===== src/rtl/dram_req_sched.sv =====
// dram_req_sched
// In-order DRAM request scheduler between the L2 request path and the DRAM
// command port. It queues L2 requests and tracks the open row of every bank,
// so that each head request is sequenced as a hit (RD/WR), a miss (ACT first)
// or a conflict (PRE, then ACT). It also inserts a periodic all-bank refresh,
// which precharges the open banks and then issues REF.
//
// Ports
//   clk, rst_b        : clock (rising edge), asynchronous active-low reset
//   l2_req_*          : request in (valid/ready); rw=1 write, bank/row/col/data
//   cmd_req/cmd_ack   : four-phase command handshake
//   cmd, cmd_bank/row/col/wdata : command fields, held from issue to retire
//   dram_rdata        : read data, sampled while cmd_ack=1 on a RD
//   rsp_valid/rsp_data: one-cycle read response, returned in request order
//   refresh_busy      : a refresh sequence has started and REF has not retired
module dram_req_sched #(
   parameter int NUM_OF_BANKS     = 8,
   parameter int NUM_OF_ROWS      = 128,
   parameter int NUM_OF_COLS      = 8,
   parameter int DATA_WIDTH       = 8,
   parameter int QUEUE_DEPTH      = 4,
   parameter int REFRESH_INTERVAL = 512,
   localparam int BW = $clog2(NUM_OF_BANKS),
   localparam int RW = $clog2(NUM_OF_ROWS),
   localparam int CW = $clog2(NUM_OF_COLS)
) (
   input  logic                  clk,
   input  logic                  rst_b,
   input  logic                  l2_req_valid,
   output logic                  l2_req_ready,
   input  logic                  l2_req_rw,
   input  logic [BW-1:0]         l2_req_bank,
   input  logic [RW-1:0]         l2_req_row,
   input  logic [CW-1:0]         l2_req_col,
   input  logic [DATA_WIDTH-1:0] l2_req_data,
   output logic                  cmd_req,
   input  logic                  cmd_ack,
   output logic [2:0]            cmd,
   output logic [BW-1:0]         cmd_bank,
   output logic [RW-1:0]         cmd_row,
   output logic [CW-1:0]         cmd_col,
   output logic [DATA_WIDTH-1:0] cmd_wdata,
   input  logic [DATA_WIDTH-1:0] dram_rdata,
   output logic                  rsp_valid,
   output logic [DATA_WIDTH-1:0] rsp_data,
   output logic                  refresh_busy
);

   localparam int QW  = $clog2(QUEUE_DEPTH);
   localparam int QCW = QW + 1;
   localparam int RCW = $clog2(REFRESH_INTERVAL);

   localparam logic [2:0] CMD_NOP = 3'b000;
   localparam logic [2:0] CMD_ACT = 3'b001;
   localparam logic [2:0] CMD_RD  = 3'b010;
   localparam logic [2:0] CMD_WR  = 3'b011;
   localparam logic [2:0] CMD_PRE = 3'b100;
   localparam logic [2:0] CMD_REF = 3'b101;

   typedef struct packed {
      logic                  rw;
      logic [BW-1:0]         bank;
      logic [RW-1:0]         row;
      logic [CW-1:0]         col;
      logic [DATA_WIDTH-1:0] data;
   } req_t;

   typedef enum logic [1:0] {S_IDLE, S_REQ, S_REL} state_t;

   state_t                  state_q, state_d;

   req_t                    q_mem_q [QUEUE_DEPTH];
   req_t                    q_mem_d [QUEUE_DEPTH];
   logic [QW-1:0]           wr_ptr_q, wr_ptr_d, rd_ptr_q, rd_ptr_d;
   logic [QCW-1:0]          count_q, count_d;

   logic [NUM_OF_BANKS-1:0] bank_open_q, bank_open_d;
   logic [RW-1:0]           open_row_q [NUM_OF_BANKS];
   logic [RW-1:0]           open_row_d [NUM_OF_BANKS];

   logic [RCW-1:0]          ref_cnt_q, ref_cnt_d;
   logic                    ref_pend_q, ref_pend_d;
   logic                    ref_busy_q, ref_busy_d;

   logic                    cmd_req_q, cmd_req_d;
   logic [2:0]              cmd_q, cmd_d;
   logic [BW-1:0]           cmd_bank_q, cmd_bank_d;
   logic [RW-1:0]           cmd_row_q, cmd_row_d;
   logic [CW-1:0]           cmd_col_q, cmd_col_d;
   logic [DATA_WIDTH-1:0]   cmd_wdata_q, cmd_wdata_d;
   logic [DATA_WIDTH-1:0]   rd_cap_q, rd_cap_d;
   logic                    rsp_valid_q, rsp_valid_d;
   logic [DATA_WIDTH-1:0]   rsp_data_q, rsp_data_d;

   req_t                    head, in_req;
   logic                    push, pop, issue, got_ack, retire, ref_wrap;
   logic                    sel_valid, sel_ref;
   logic [2:0]              sel_cmd;
   logic [BW-1:0]           sel_bank, pre_bank;
   logic [RW-1:0]           sel_row;
   logic [CW-1:0]           sel_col;
   logic [DATA_WIDTH-1:0]   sel_wdata;

   assign l2_req_ready = (count_q < QCW'(QUEUE_DEPTH));
   assign cmd_req      = cmd_req_q;
   assign cmd          = cmd_q;
   assign cmd_bank     = cmd_bank_q;
   assign cmd_row      = cmd_row_q;
   assign cmd_col      = cmd_col_q;
   assign cmd_wdata    = cmd_wdata_q;
   assign rsp_valid    = rsp_valid_q;
   assign rsp_data     = rsp_data_q;
   assign refresh_busy = ref_busy_q;

   // Command selection. Evaluated every cycle but only acted on in IDLE.
   always_comb begin
      head     = q_mem_q[rd_ptr_q];
      pre_bank = '0;
      // Scan downwards so the lowest-numbered open bank is the one left.
      for (int i = NUM_OF_BANKS - 1; i >= 0; i--) begin
         if (bank_open_q[i]) pre_bank = BW'(i);
      end
      sel_valid = 1'b0;
      sel_ref   = 1'b0;
      sel_cmd   = CMD_NOP;
      sel_bank  = '0;
      sel_row   = '0;
      sel_col   = '0;
      sel_wdata = '0;
      if (ref_pend_q || ref_busy_q) begin
         sel_valid = 1'b1;
         sel_ref   = 1'b1;
         if (|bank_open_q) begin
            sel_cmd  = CMD_PRE;
            sel_bank = pre_bank;
         end else begin
            sel_cmd  = CMD_REF;
         end
      end else if (count_q != '0) begin
         sel_valid = 1'b1;
         sel_bank  = head.bank;
         sel_row   = head.row;
         sel_col   = head.col;
         sel_wdata = head.data;
         if (!bank_open_q[head.bank])                sel_cmd = CMD_ACT;
         else if (open_row_q[head.bank] == head.row) sel_cmd = head.rw ? CMD_WR : CMD_RD;
         else                                        sel_cmd = CMD_PRE;
      end
   end

   // FSM: state register
   always_ff @(posedge clk or negedge rst_b) begin
      if (!rst_b) state_q <= S_IDLE;
      else        state_q <= state_d;
   end

   // FSM: next state. IDLE waits for the previous handshake to be fully
   // released (cmd_ack=0), which also covers a reset taken mid-handshake.
   always_comb begin
      state_d = state_q;
      case (state_q)
         S_IDLE:  if (!cmd_ack && sel_valid) state_d = S_REQ;
         S_REQ:   if (cmd_ack)               state_d = S_REL;
         S_REL:   if (!cmd_ack)              state_d = S_IDLE;
         default:                            state_d = S_IDLE;
      endcase
   end

   assign issue   = (state_q == S_IDLE) && (state_d == S_REQ);
   assign got_ack = (state_q == S_REQ)  && cmd_ack;
   assign retire  = (state_q == S_REL)  && !cmd_ack;

   // FSM: outputs (registered command port and read response)
   always_comb begin
      cmd_req_d   = cmd_req_q;
      cmd_d       = cmd_q;
      cmd_bank_d  = cmd_bank_q;
      cmd_row_d   = cmd_row_q;
      cmd_col_d   = cmd_col_q;
      cmd_wdata_d = cmd_wdata_q;
      rd_cap_d    = rd_cap_q;
      rsp_valid_d = 1'b0;
      rsp_data_d  = rsp_data_q;
      ref_busy_d  = ref_busy_q;
      if (issue) begin
         cmd_req_d   = 1'b1;
         cmd_d       = sel_cmd;
         cmd_bank_d  = sel_bank;
         cmd_row_d   = sel_row;
         cmd_col_d   = sel_col;
         cmd_wdata_d = sel_wdata;
         if (sel_ref) ref_busy_d = 1'b1;
      end
      if (got_ack) begin
         cmd_req_d = 1'b0;
         if (cmd_q == CMD_RD) rd_cap_d = dram_rdata;
      end
      if (retire) begin
         cmd_d = CMD_NOP;
         if (cmd_q == CMD_RD) begin
            rsp_valid_d = 1'b1;
            rsp_data_d  = rd_cap_q;
         end
         if (cmd_q == CMD_REF) ref_busy_d = 1'b0;
      end
   end

   always_ff @(posedge clk or negedge rst_b) begin
      if (!rst_b) begin
         cmd_req_q   <= 1'b0;
         cmd_q       <= CMD_NOP;
         cmd_bank_q  <= '0;
         cmd_row_q   <= '0;
         cmd_col_q   <= '0;
         cmd_wdata_q <= '0;
         rd_cap_q    <= '0;
         rsp_valid_q <= 1'b0;
         rsp_data_q  <= '0;
         ref_busy_q  <= 1'b0;
      end else begin
         cmd_req_q   <= cmd_req_d;
         cmd_q       <= cmd_d;
         cmd_bank_q  <= cmd_bank_d;
         cmd_row_q   <= cmd_row_d;
         cmd_col_q   <= cmd_col_d;
         cmd_wdata_q <= cmd_wdata_d;
         rd_cap_q    <= rd_cap_d;
         rsp_valid_q <= rsp_valid_d;
         rsp_data_q  <= rsp_data_d;
         ref_busy_q  <= ref_busy_d;
      end
   end

   // Queue, bank state and refresh bookkeeping
   always_comb begin
      in_req.rw   = l2_req_rw;
      in_req.bank = l2_req_bank;
      in_req.row  = l2_req_row;
      in_req.col  = l2_req_col;
      in_req.data = l2_req_data;

      push = l2_req_valid && l2_req_ready;
      pop  = retire && ((cmd_q == CMD_RD) || (cmd_q == CMD_WR));

      q_mem_d  = q_mem_q;
      wr_ptr_d = wr_ptr_q;
      rd_ptr_d = rd_ptr_q;
      if (push) begin
         q_mem_d[wr_ptr_q] = in_req;
         wr_ptr_d          = wr_ptr_q + QW'(1);
      end
      if (pop) rd_ptr_d = rd_ptr_q + QW'(1);
      count_d = count_q + QCW'(push) - QCW'(pop);

      bank_open_d = bank_open_q;
      open_row_d  = open_row_q;
      if (retire) begin
         case (cmd_q)
            CMD_ACT: begin
               bank_open_d[cmd_bank_q] = 1'b1;
               open_row_d[cmd_bank_q]  = cmd_row_q;
            end
            CMD_PRE: bank_open_d[cmd_bank_q] = 1'b0;
            CMD_REF: bank_open_d = '0;
            default: ;
         endcase
      end

      ref_wrap  = (ref_cnt_q == RCW'(REFRESH_INTERVAL - 1));
      ref_cnt_d = ref_wrap ? '0 : ref_cnt_q + RCW'(1);
      ref_pend_d = ref_pend_q;
      if (retire && (cmd_q == CMD_REF)) ref_pend_d = 1'b0;
      // A wrap landing on the REF retire starts a new refresh round.
      if (ref_wrap) ref_pend_d = 1'b1;
   end

   always_ff @(posedge clk or negedge rst_b) begin
      if (!rst_b) begin
         q_mem_q     <= '{default: '0};
         wr_ptr_q    <= '0;
         rd_ptr_q    <= '0;
         count_q     <= '0;
         bank_open_q <= '0;
         open_row_q  <= '{default: '0};
         ref_cnt_q   <= '0;
         ref_pend_q  <= 1'b0;
      end else begin
         q_mem_q     <= q_mem_d;
         wr_ptr_q    <= wr_ptr_d;
         rd_ptr_q    <= rd_ptr_d;
         count_q     <= count_d;
         bank_open_q <= bank_open_d;
         open_row_q  <= open_row_d;
         ref_cnt_q   <= ref_cnt_d;
         ref_pend_q  <= ref_pend_d;
      end
   end

endmodule


===== config.mk =====
export PLATFORM = sky130hd
export DESIGN_NAME = dram_req_sched
export DESIGN_NICKNAME = d
export VERILOG_FILES = /design/src/rtl/dram_req_sched.sv
export SDC_FILE = /design/constraint.sdc
export NUM_CORES = 1
export LEC_CHECK = 0
export ABC_AREA = 1
export CAP_MARGIN = 40
export CORE_MARGIN = 4
export CORE_UTILIZATION = 34
export CTS_CLUSTER_SIZE = 14
export DETAILED_ROUTE_END_ITERATION = 16
export HOLD_SLACK_MARGIN = 0.05
export MAX_ROUTING_LAYER = met4
export PLACE_DENSITY_LB_ADDON = 0.05
export SLEW_MARGIN = 20
export SYNTH_ARGS = -nofsm -noshare
export SYNTH_HDL_FRONTEND = slang
export SYNTH_SLANG_ARGS = --single-unit

===== constraint.sdc =====
create_clock -name clk -period 2.7 [get_ports clk]
set_clock_uncertainty 0.2 [all_clocks]
set_input_delay 0.405 -clock clk [delete_from_list [all_inputs] [get_ports clk]]
set_output_delay 0.405 -clock clk [all_outputs]
set_load 0.03 [all_outputs]

---- Word level (Yosys, flattened, before mapping) ----
Index checks and enable logic that the tools add are counted.
operators by class
  equal/unequal tests ..................... 10
  $add $sub $neg .......................... 5
  $lt $le $gt $ge ......................... 10
  bitwise gates (word level) .............. 7
  reductions and logical operators ........ 24
  multiplexer cells ....................... 60
operators with widths
  kind                                                                           number
  88-bit bitwise mux                                                             1
  22-bit 2-to-1 mux                                                              3
  3-bit 2-to-1 mux                                                               19
  56-bit bitwise mux                                                             1
  22-bit binary-select mux with 2-bit select                                     1
  22-bit demux with 2-bit select                                                 1
  7-bit 2-to-1 mux                                                               5
  8-bit one-hot mux with 3 select lines                                          1
  7-bit binary-select mux with 3-bit select                                      1
  7-bit demux with 3-bit select                                                  1
  1-bit 2-to-1 mux                                                               17
  8-bit 2-to-1 mux                                                               2
  1-bit logical AND                                                              10
  9-bit by 1-bit adder with 9-bit output (second input constant)                 1
  9-bit == test (second input constant)                                          1
  9-bit 2-to-1 mux                                                               1
  8-bit AND                                                                      1
  4-bit >= comparator (second input constant)                                    2
  3-bit by 4-bit less-than comparator with 1-bit output (second input constant)  2
  3-bit NOT with 4-bit output                                                    2
  8-bit NOT                                                                      1
  8-bit OR                                                                       1
  2-bit AND reduction                                                            4
  8-bit OR reduction                                                             1
  24 further kinds                                                               36
word-level totals
  logic and storage cells ................. 161
  bits of input ports ..................... 34
  output and inout port bits .............. 36
  register bits ........................... 214

---- Depth between registers and ports, before layout ----
Gate-level depths: netlist of run 1.
  depth in word-level cells ............... 15
  depth in mapped cells ................... 20

---- Worst setup path after synthesis of run 1 ----
OpenSTA, ideal clock, no wires.
  kind .................................... register -> register
  start point ............................. register state_q[0]
  end point ............................... register count_q[2]
  setup time .............................. 0.135 ns
  cell stages (with the launch flop) ...... 13
  clock period less this slack ............ 2.386 ns
  path slack .............................. 0.314 ns
  data arrival time ....................... 2.051 ns
  data required time ...................... 2.365 ns
  buffers on the path ..................... 0
  cell sequence ........................... dfrtp_1 -> inv_1 -> nand2_1 -> nor2_1 -> inv_1 -> nor3_2 -> ha_1 -> inv_1 -> ha_1 -> inv_1 -> fa_1 -> xnor2_1 -> xor2_1
between the ends
  cells in the longest elaborated chain, start to end .. 4
RTL lines
  element                                      line  RTL
  from (decl)                                  70    state_t state_q, state_d;
  from (signal assigned)                       154   else state_q <= state_d;
  2-bit == test                                171   assign retire = (state_q == S_REL) && !cmd_ack;
  1-bit logical AND                            171
  1-bit logical AND                            243   pop = retire && ((cmd_q == CMD_RD) || (cmd_q == CMD_WR));
  net pop                                      96    logic push, pop, issue, got_ack, retire, ref_wrap;
  3-bit by 1-bit subtractor with 3-bit output  253   count_d = count_q + QCW'(push) - QCW'(pop);
  net count_d[2]                               75    logic [QCW-1:0] count_q, count_d;
  to (signal assigned)                         291   count_q <= count_d;
  to (decl)                                    75
The timed path passes the listed nets, and every way through them passes these cells.
A chain may end at the register's enable or synchronous reset.

---- Worst setup path in the final report of run 1 ----
  start point ............................. register rd_ptr_q[1]
  end point ............................... register cmd_q[2], in the netlist cmd[2]
between the ends
  cells in the longest elaborated chain, start to end .. 15
  elaborated cells between the ends (all ways) .. 17
  those cells by class .................... 1 x eq/ne; 14 x mux; 2 x bitwise
RTL lines
  element                                                   line  RTL
  from (decl)                                               74    logic [QW-1:0] wr_ptr_q, wr_ptr_d, rd_ptr_q, rd_ptr_d;
  from (signal assigned)                                    290   rd_ptr_q <= rd_ptr_d;
  2-bit NOT with 3-bit output (implied by the code) (*)     117   head = q_mem_q[rd_ptr_q];
  22-bit binary-select mux with 2-bit select (*)            117
  22-bit 2-to-1 mux (implied by the code) (*) (2 in a row)  117
  3-bit NOT with 4-bit output (implied by the code)         146   else if (open_row_q[head.bank] == head.row) sel_cmd = head.rw ? CMD_WR : CMD_RD;
  7-bit binary-select mux with 3-bit select                 146
  7-bit 2-to-1 mux (implied by the code) (2 in a row)       146
  7-bit == test                                             146
  3-bit 2-to-1 mux                                          146
  3-bit 2-to-1 mux (*)                                      145   if (!bank_open_q[head.bank]) sel_cmd = CMD_ACT;
  3-bit 2-to-1 mux (*)                                      139   end else if (count_q != '0) begin
  3-bit 2-to-1 mux (*)                                      130   if (ref_pend_q || ref_busy_q) begin
  3-bit 2-to-1 mux (*)                                      185   if (issue) begin
  3-bit 2-to-1 mux (*)                                      198   if (retire) begin
  to (signal assigned)                                      222   cmd_q <= cmd_d;
  to (decl)                                                 86    logic [2:0] cmd_q, cmd_d;
Mark *: on every way between the ends. The rest lies on a longest branch, timed or not. The select of a mux whose other input is x is not followed.

==> results of run 1 <==
==> layout make-up <==
class	instances	area [um2]	area share, %
Sequential cell	214	5360	44.4
Multi-Input combinational cell	781	3770	31.3
Timing Repair Buffer	118	1180	9.82
Clock buffer	40	783	6.50
Tap cell	378	473	3.92
Inverter	116	443	3.67
Clock inverter	6	43.8	0.363
==> logic make-up (layout without fill, tap and decap cells) <==
group,after synthesis,count (layout),synth area share [%]
adder cells (fa/ha/maj),9,9,1.22
buffers and inverters,172,280,7.11
XOR/XNOR,5,5,0.446
AO/OA/AOI/OAI,263,263,14.8
flip-flops,214,214,54.6
AND/OR/NAND/NOR,504,504,21.9
==> power breakdown <==
group	total [mW]	internal [mW]	switching, mW
Combinational	3.40	1.36	2.04
Sequential	4.35	3.94	0.416
Clock	3.35	1.98	1.37
Total	11.1	7.28	3.83
==> state kept, by name (all words and copies together) (netlist names), 7 cells and up <==
register / count
bank_open_q: 8
cmd_row: 7
cmd_wdata: 8
open_row_q: 56
q_mem_q: 88
rd_cap_q: 8
ref_cnt_q: 9
rsp_data: 8
==> layer usage <==
metal	share of wire, %	track usage [%]
met1	50	24.1
met2	45	25.9
met3	3.2	2.34
met4	2.5	4.22
met5	0	-
==> worst reg2reg max path: cells and delay by family (launching register included) <==
kind                   cells  cell delay, ps
AO/OA/AOI/OAI              1              60
buffers and inverters      4             620
flip-flops                 1             400
AND/OR/NAND/NOR           12            1070
==> through the flow <==
stage	instances	hold WS [ps]	util, %	setup WS [ps]	total power [mW]
2_1_floorplan	1167	-90.6	-	314	6.63
3_3_place_gp	1603	192	39.6	37.4	7.75
3_5_place_dp	1603	192	39.6	24.9	7.77
4_1_cts	1650	231	42.5	121	11.2
5_1_grt	1653	256	42.8	-4.10	12.0
6_report	1653	230	42.8	214	11.1
==> worst min-delay path by stage <==
stage           from        endpoint  slack (ps)  cells past startpoint
6_report       rst_b  open_row_q[24]         230                      2
5_1_grt        rst_b  open_row_q[44]         260                      2
4_1_cts        rst_b  open_row_q[44]         230                      2
3_5_place_dp   rst_b  open_row_q[24]         190                      1
3_3_place_gp   rst_b  open_row_q[24]         190                      1
2_1_floorplan  rst_b  bank_open_q[0]         -90                      0
==> what timing repair did <==
| action | in CTS | in global routing |
|---|---|---|
| hold buffers | 1 | 0 |
| resized for setup | 0 | 14 |
| setup buffers | 0 | 3 |
| endpoints found under the hold margin | 56 | 0 |
| setup endpoints to repair | 0 | 2 |
==> Yosys cell counts, drive strengths merged <==
cell and n:
nand2 337, dfrtp 214, o21ai 187, inv 115, nand3 65, nor2 48
clkbuf 40, a21oi 34, nand3b 20, buf 16, or2 13, a32o 12
nor3 12, o22ai 10, ha 8, o211ai 7, a22oi 4, xor2 4
a32oi 3, and2 3, nand4 3, nor4 3, o221ai 2, a31oi 1
clkinv 1, fa 1, o21a 1, o21bai 1, o31ai 1, xnor2 1
==> impl_metrics.env, run 1 <==
export IMPL_yosys_area_top_type_share_pct=54.6
export IMPL_required_ps=2910
export IMPL_via_count=7878
export IMPL_ys_seq_elements=214
export IMPL_core_area_um2=28200
export IMPL_rr_worst_depth=17
export IMPL_wl_um=25700
export IMPL_worst_slew_pin_slew_ps=565
export IMPL_die_area_um2=31600
export IMPL_clk_pin_slew_worst_paths_ps=60
export IMPL_syn_cell_area_um2=9810
export IMPL_path_buf_inv=4
export IMPL_antenna_found_initial=0
export IMPL_hold_path_class="in2async"
export IMPL_vias_per_cell=4.77
export IMPL_final_cell_mix="nand2_1, dfrtp_1, o21ai_0, inv_1, clkdlybuf4s50_1"
export IMPL_crit_family="simple AND/OR/NAND/NOR gates"
export IMPL_fillCellCount=2822
export IMPL_start_kind="flip-flop"
export IMPL_insertedDiodeCount=0
export IMPL_post_route_period_util_pct=92.1
export IMPL_drc=0
export IMPL_port_buffers=69
export IMPL_ys_types=42
export IMPL_die_h_um=178
export IMPL_peakVddDrop_mv=0.473
export IMPL_layout_drive_gt1_share_pct=8.86
export IMPL_place_hpwl_um=17300
export IMPL_wl_per_cell_um=15.6
export IMPL_syn_area_per_cell_um2=8.41
export IMPL_p_leak_nw=5.63
export IMPL_drtPass1Iterations=6
export IMPL_gr_total_overflow=0
export IMPL_cts_tree="built"
export IMPL_cp_arrival_ps=2700
export IMPL_min_period_ps=2490
export IMPL_p_per_area_nw_per_um2=921
export IMPL_drtAntennaViolNets=0
export IMPL_ys_warn_count=0
export IMPL_start_util_pct=34.8
export IMPL_cp_startpoint="rd_ptr_q[1]"
export IMPL_outcome="finished clean"
export IMPL_grt_usage_pct=17.0
export IMPL_path_class="reg2reg"
export IMPL_reg2reg_to="cmd[2]"
export IMPL_placed_area_um2=11100
export IMPL_layout_nets=1300
export IMPL_synth_seq_area_share_pct=54.6
export IMPL_grt_pass1_vias=7578
export IMPL_gp_congestion=0.776
export IMPL_crit_end="cmd[2]"
export IMPL_cp_slowest_cell="dfrtp_1"
export IMPL_r2r_slack_ps=210
export IMPL_finalMaxSlewViolations=0
export IMPL_drt_iter0_drc=433
export IMPL_rows=61
export IMPL_hold_viol_final=0
export IMPL_fmax_ghz=0.402
export IMPL_cts_buffers=26
export IMPL_cap_violations=0
export IMPL_layout_commonest_cell="nand2_1"
export IMPL_reg2reg_from="rd_ptr_q[1]"
export IMPL_slowest_delay_ps=400
export IMPL_die_width_um=178
export IMPL_setup_viol=0
export IMPL_crit_chain="inv_4 > buf_4 > nand3_1 > nand2_4 > buf_4 > nand3_1 > nand3_1 > nand3_1 > nand2_1 > nand2_1 > nor2_1 > buf_4 > nand2_1 > nand3_1 > nand2_1 > nand2_1 > o21ai_1"
export IMPL_htree_levels=1
export IMPL_crit_path_max_fanout=8
export IMPL_relSlewSlack_pct=62.0
export IMPL_yosys_area_top_type="dfrtp_1"
export IMPL_clock_latency_ps=530
export IMPL_final_cell_area_um2=12100
export IMPL_synthesis_nets=1210
export IMPL_endpoint_kind="flip-flop"
export IMPL_netlist_top_cells_area="dfrtp_1, nand2_1, o21ai_0, inv_1, nand3_1"
export IMPL_crit_cells=17
export IMPL_grt_max_degree=68
export IMPL_area_delta_synth_final_pct=22.8
export IMPL_num_io_pins=70
export IMPL_synthCells=1167
export IMPL_clockBufferDepth=3
export IMPL_grt_pass1_wl_um=42200
export IMPL_cts_root_buffer_cell="clkbuf_16"
export IMPL_cts_sinks=214
export IMPL_setup_tns_ps=0
Note: power is estimated with default switching activity, not from simulation.
==> run 2: changes to the inputs <==
CAP_MARGIN = not set   (was 40)
CORE_UTILIZATION = 41   (was 34)
PLACE_DENSITY_LB_ADDON = 0.2   (was 0.05)
==> run 2 against run 1 <==
  * Cell area shrank 1.8%
  * Sequential power is essentially flat
  * Worst hold slack got worse by 1.4 ps
  * Final cell count fell by 4.1%
  * Critical path type unchanged
  * Critical endpoint unchanged
  * Largest power group unchanged
==> impl_metrics.env, run 2 (same netlist as run 1, synthesis figures left out) <==
export IMPL_drt_iter0_drc=615
export IMPL_rows=56
export IMPL_gp_congestion=0.894
export IMPL_start_kind="flip-flop"
export IMPL_antenna_found_initial=0
export IMPL_outcome="finished clean"
export IMPL_cap_violations=0
export IMPL_relSlewSlack_pct=64.1
export IMPL_drtPass1Iterations=5
export IMPL_p_leak_nw=5.56
export IMPL_rr_worst_depth=13
export IMPL_crit_path_max_fanout=26
export IMPL_finalNonFillerCells=1585
export IMPL_cts_root_buffer_cell="clkbuf_16"
export IMPL_layout_nets=1294
export IMPL_grt_usage_pct=19.3
export IMPL_cts_buffers=24
export IMPL_rsz0062_at_grt="false"
export IMPL_p_per_area_nw_per_um2=915
export IMPL_largest_reg_flops=88
export IMPL_final_cell_mix="nand2_1, dfrtp_1, o21ai_0, inv_1, clkdlybuf4s50_1"
export IMPL_cts_tree="built"
export IMPL_path_class="reg2reg"
export IMPL_via_count=7910
export IMPL_hold_viol_final=0
export IMPL_gr_total_overflow=0
export IMPL_area_delta_synth_final_pct=20.7
export IMPL_regMostFlops="q_mem_q"
export IMPL_setup_viol=0
export IMPL_die_h_um=163
export IMPL_clock_latency_ps=520
export IMPL_htree_levels=1
export IMPL_grt_max_degree=66
export IMPL_vias_per_cell=4.99
export IMPL_setup_tns_ps=0
export IMPL_finalPower_mw=10.8
export IMPL_layout_drive_gt1_share_pct=8.53
export IMPL_min_period_ps=2500
export IMPL_core_area_um2=23500
export IMPL_post_place_cells=1539
export IMPL_port_buffers=69
export IMPL_fmax_ghz=0.400
export IMPL_grt_pass1_wl_um=41000
export IMPL_drtAntennaViolNets=0
export IMPL_drc=0
export IMPL_peakVddDrop_mv=0.516
export IMPL_wl_per_cell_um=15.3
export IMPL_insertedDiodeCount=0
export IMPL_hold_path_class="in2async"
export IMPL_die_width_um=163
export IMPL_fin_util_pct=50.3
export IMPL_worst_slew_pin_slew_ps=538
export IMPL_die_area_um2=26500
export IMPL_cts_sinks=214
export IMPL_top_regs="q_mem_q x88, open_row_q x56, ref_cnt_q x9"
export IMPL_place_hpwl_um=16200
export IMPL_clk_pin_slew_worst_paths_ps=60
export IMPL_finalMaxSlewViolations=0
export IMPL_dp_slack_ps=16.8
export IMPL_clockBufferDepth=3
export IMPL_grt_pass1_vias=7732
export IMPL_required_ps=2910
export IMPL_wl_um=24300
export IMPL_endpoint_kind="flip-flop"
export IMPL_layout_commonest_cell="nand2_1"
export IMPL_cp_arrival_ps=2710
export IMPL_timing_final_ws_setup_ps=197
export IMPL_num_io_pins=70
export IMPL_post_route_period_util_pct=92.7
export IMPL_start_util_pct=41.7
-- run 2: cell types whose count changed in the layout (fill, tap and decap cells not counted), sizes merged --
cell      change
buf           -4
clkinv        +2
inv           -1
clkbuf        -7
clkinvlp      +1
-- run 2: power breakdown --
part	internal [mW]	total, mW	switching, mW	leakage [nW]
Sequential	3.94	4.36	0.423	2.73
Clock	1.79	3.09	1.30	0.373
Combinational	1.34	3.39	2.05	2.46
Total	7.07	10.8	3.77	5.56
-- run 2: cell type report --
class | instances | area (um2)
fillers | 2336 | 11700
clock inverters | 8 | 53.8
clock buffers | 33 | 694
well taps | 319 | 399
repair buffers | 114 | 1130
inverters | 116 | 442
multi-input cells | 781 | 3760
flip-flops and latches | 214 | 5360
-- run 2: repair_timing --
action / in CTS / in global routing
gates resized for setup: 0 / 6
endpoints found under the hold margin: 60 / 0
hold buffers: 1 / 0
endpoints found under the setup margin: 0 / 3
buffers inserted: 0 / 4
-- run 2: layer usage --
metal	global-route usage, %	part of all wire, %	vias up
li1	-	-	3975
met1	26.6	47	3757
met2	31.2	48	149
met3	2.23	4.0	29
met4	4.27	1.4	0
met5	-	0	-
-- run 2: worst max-delay path: stages (launching register included) --
cell	delay (ps)
dfrtp_1	430
inv_4	110
buf_4	240
or2_2	300
a32oi_1	430
inv_1	90
nand2_1	80
nand2_1	50
nor2_2	120
nand2_1	90
nand3_1	80
nand2_1	50
nand2_1	60
o21ai_1	50
-- run 2: path summary, 6_finish.rpt --
kind                               from      endpoint  slack, ps
min in group clk           ref_cnt_q[0]  ref_cnt_q[0]        260
min                               rst_b   q_mem_q[83]        230
min reg2reg                ref_cnt_q[0]  ref_cnt_q[0]        260
max                         rd_ptr_q[0]        cmd[2]        200
max reg2reg                 rd_ptr_q[0]        cmd[2]        200
max in group asynchronous         rst_b   rsp_data[3]       1360
-- run 2: metrics by stage --
stage	hold slack (ps)	cell area [um2]
after global routing	262	11800
final	228	11800
after floorplan	-90.6	9810
after detailed placement	204	11000
after CTS	245	11800
after global placement	193	11000
==> run 3: changes to the inputs <==
TNS_END_PERCENT = 5   (was not set)
==> results of run 3 <==
The final DEF is identical to that of run 2; final timing and power are the same.
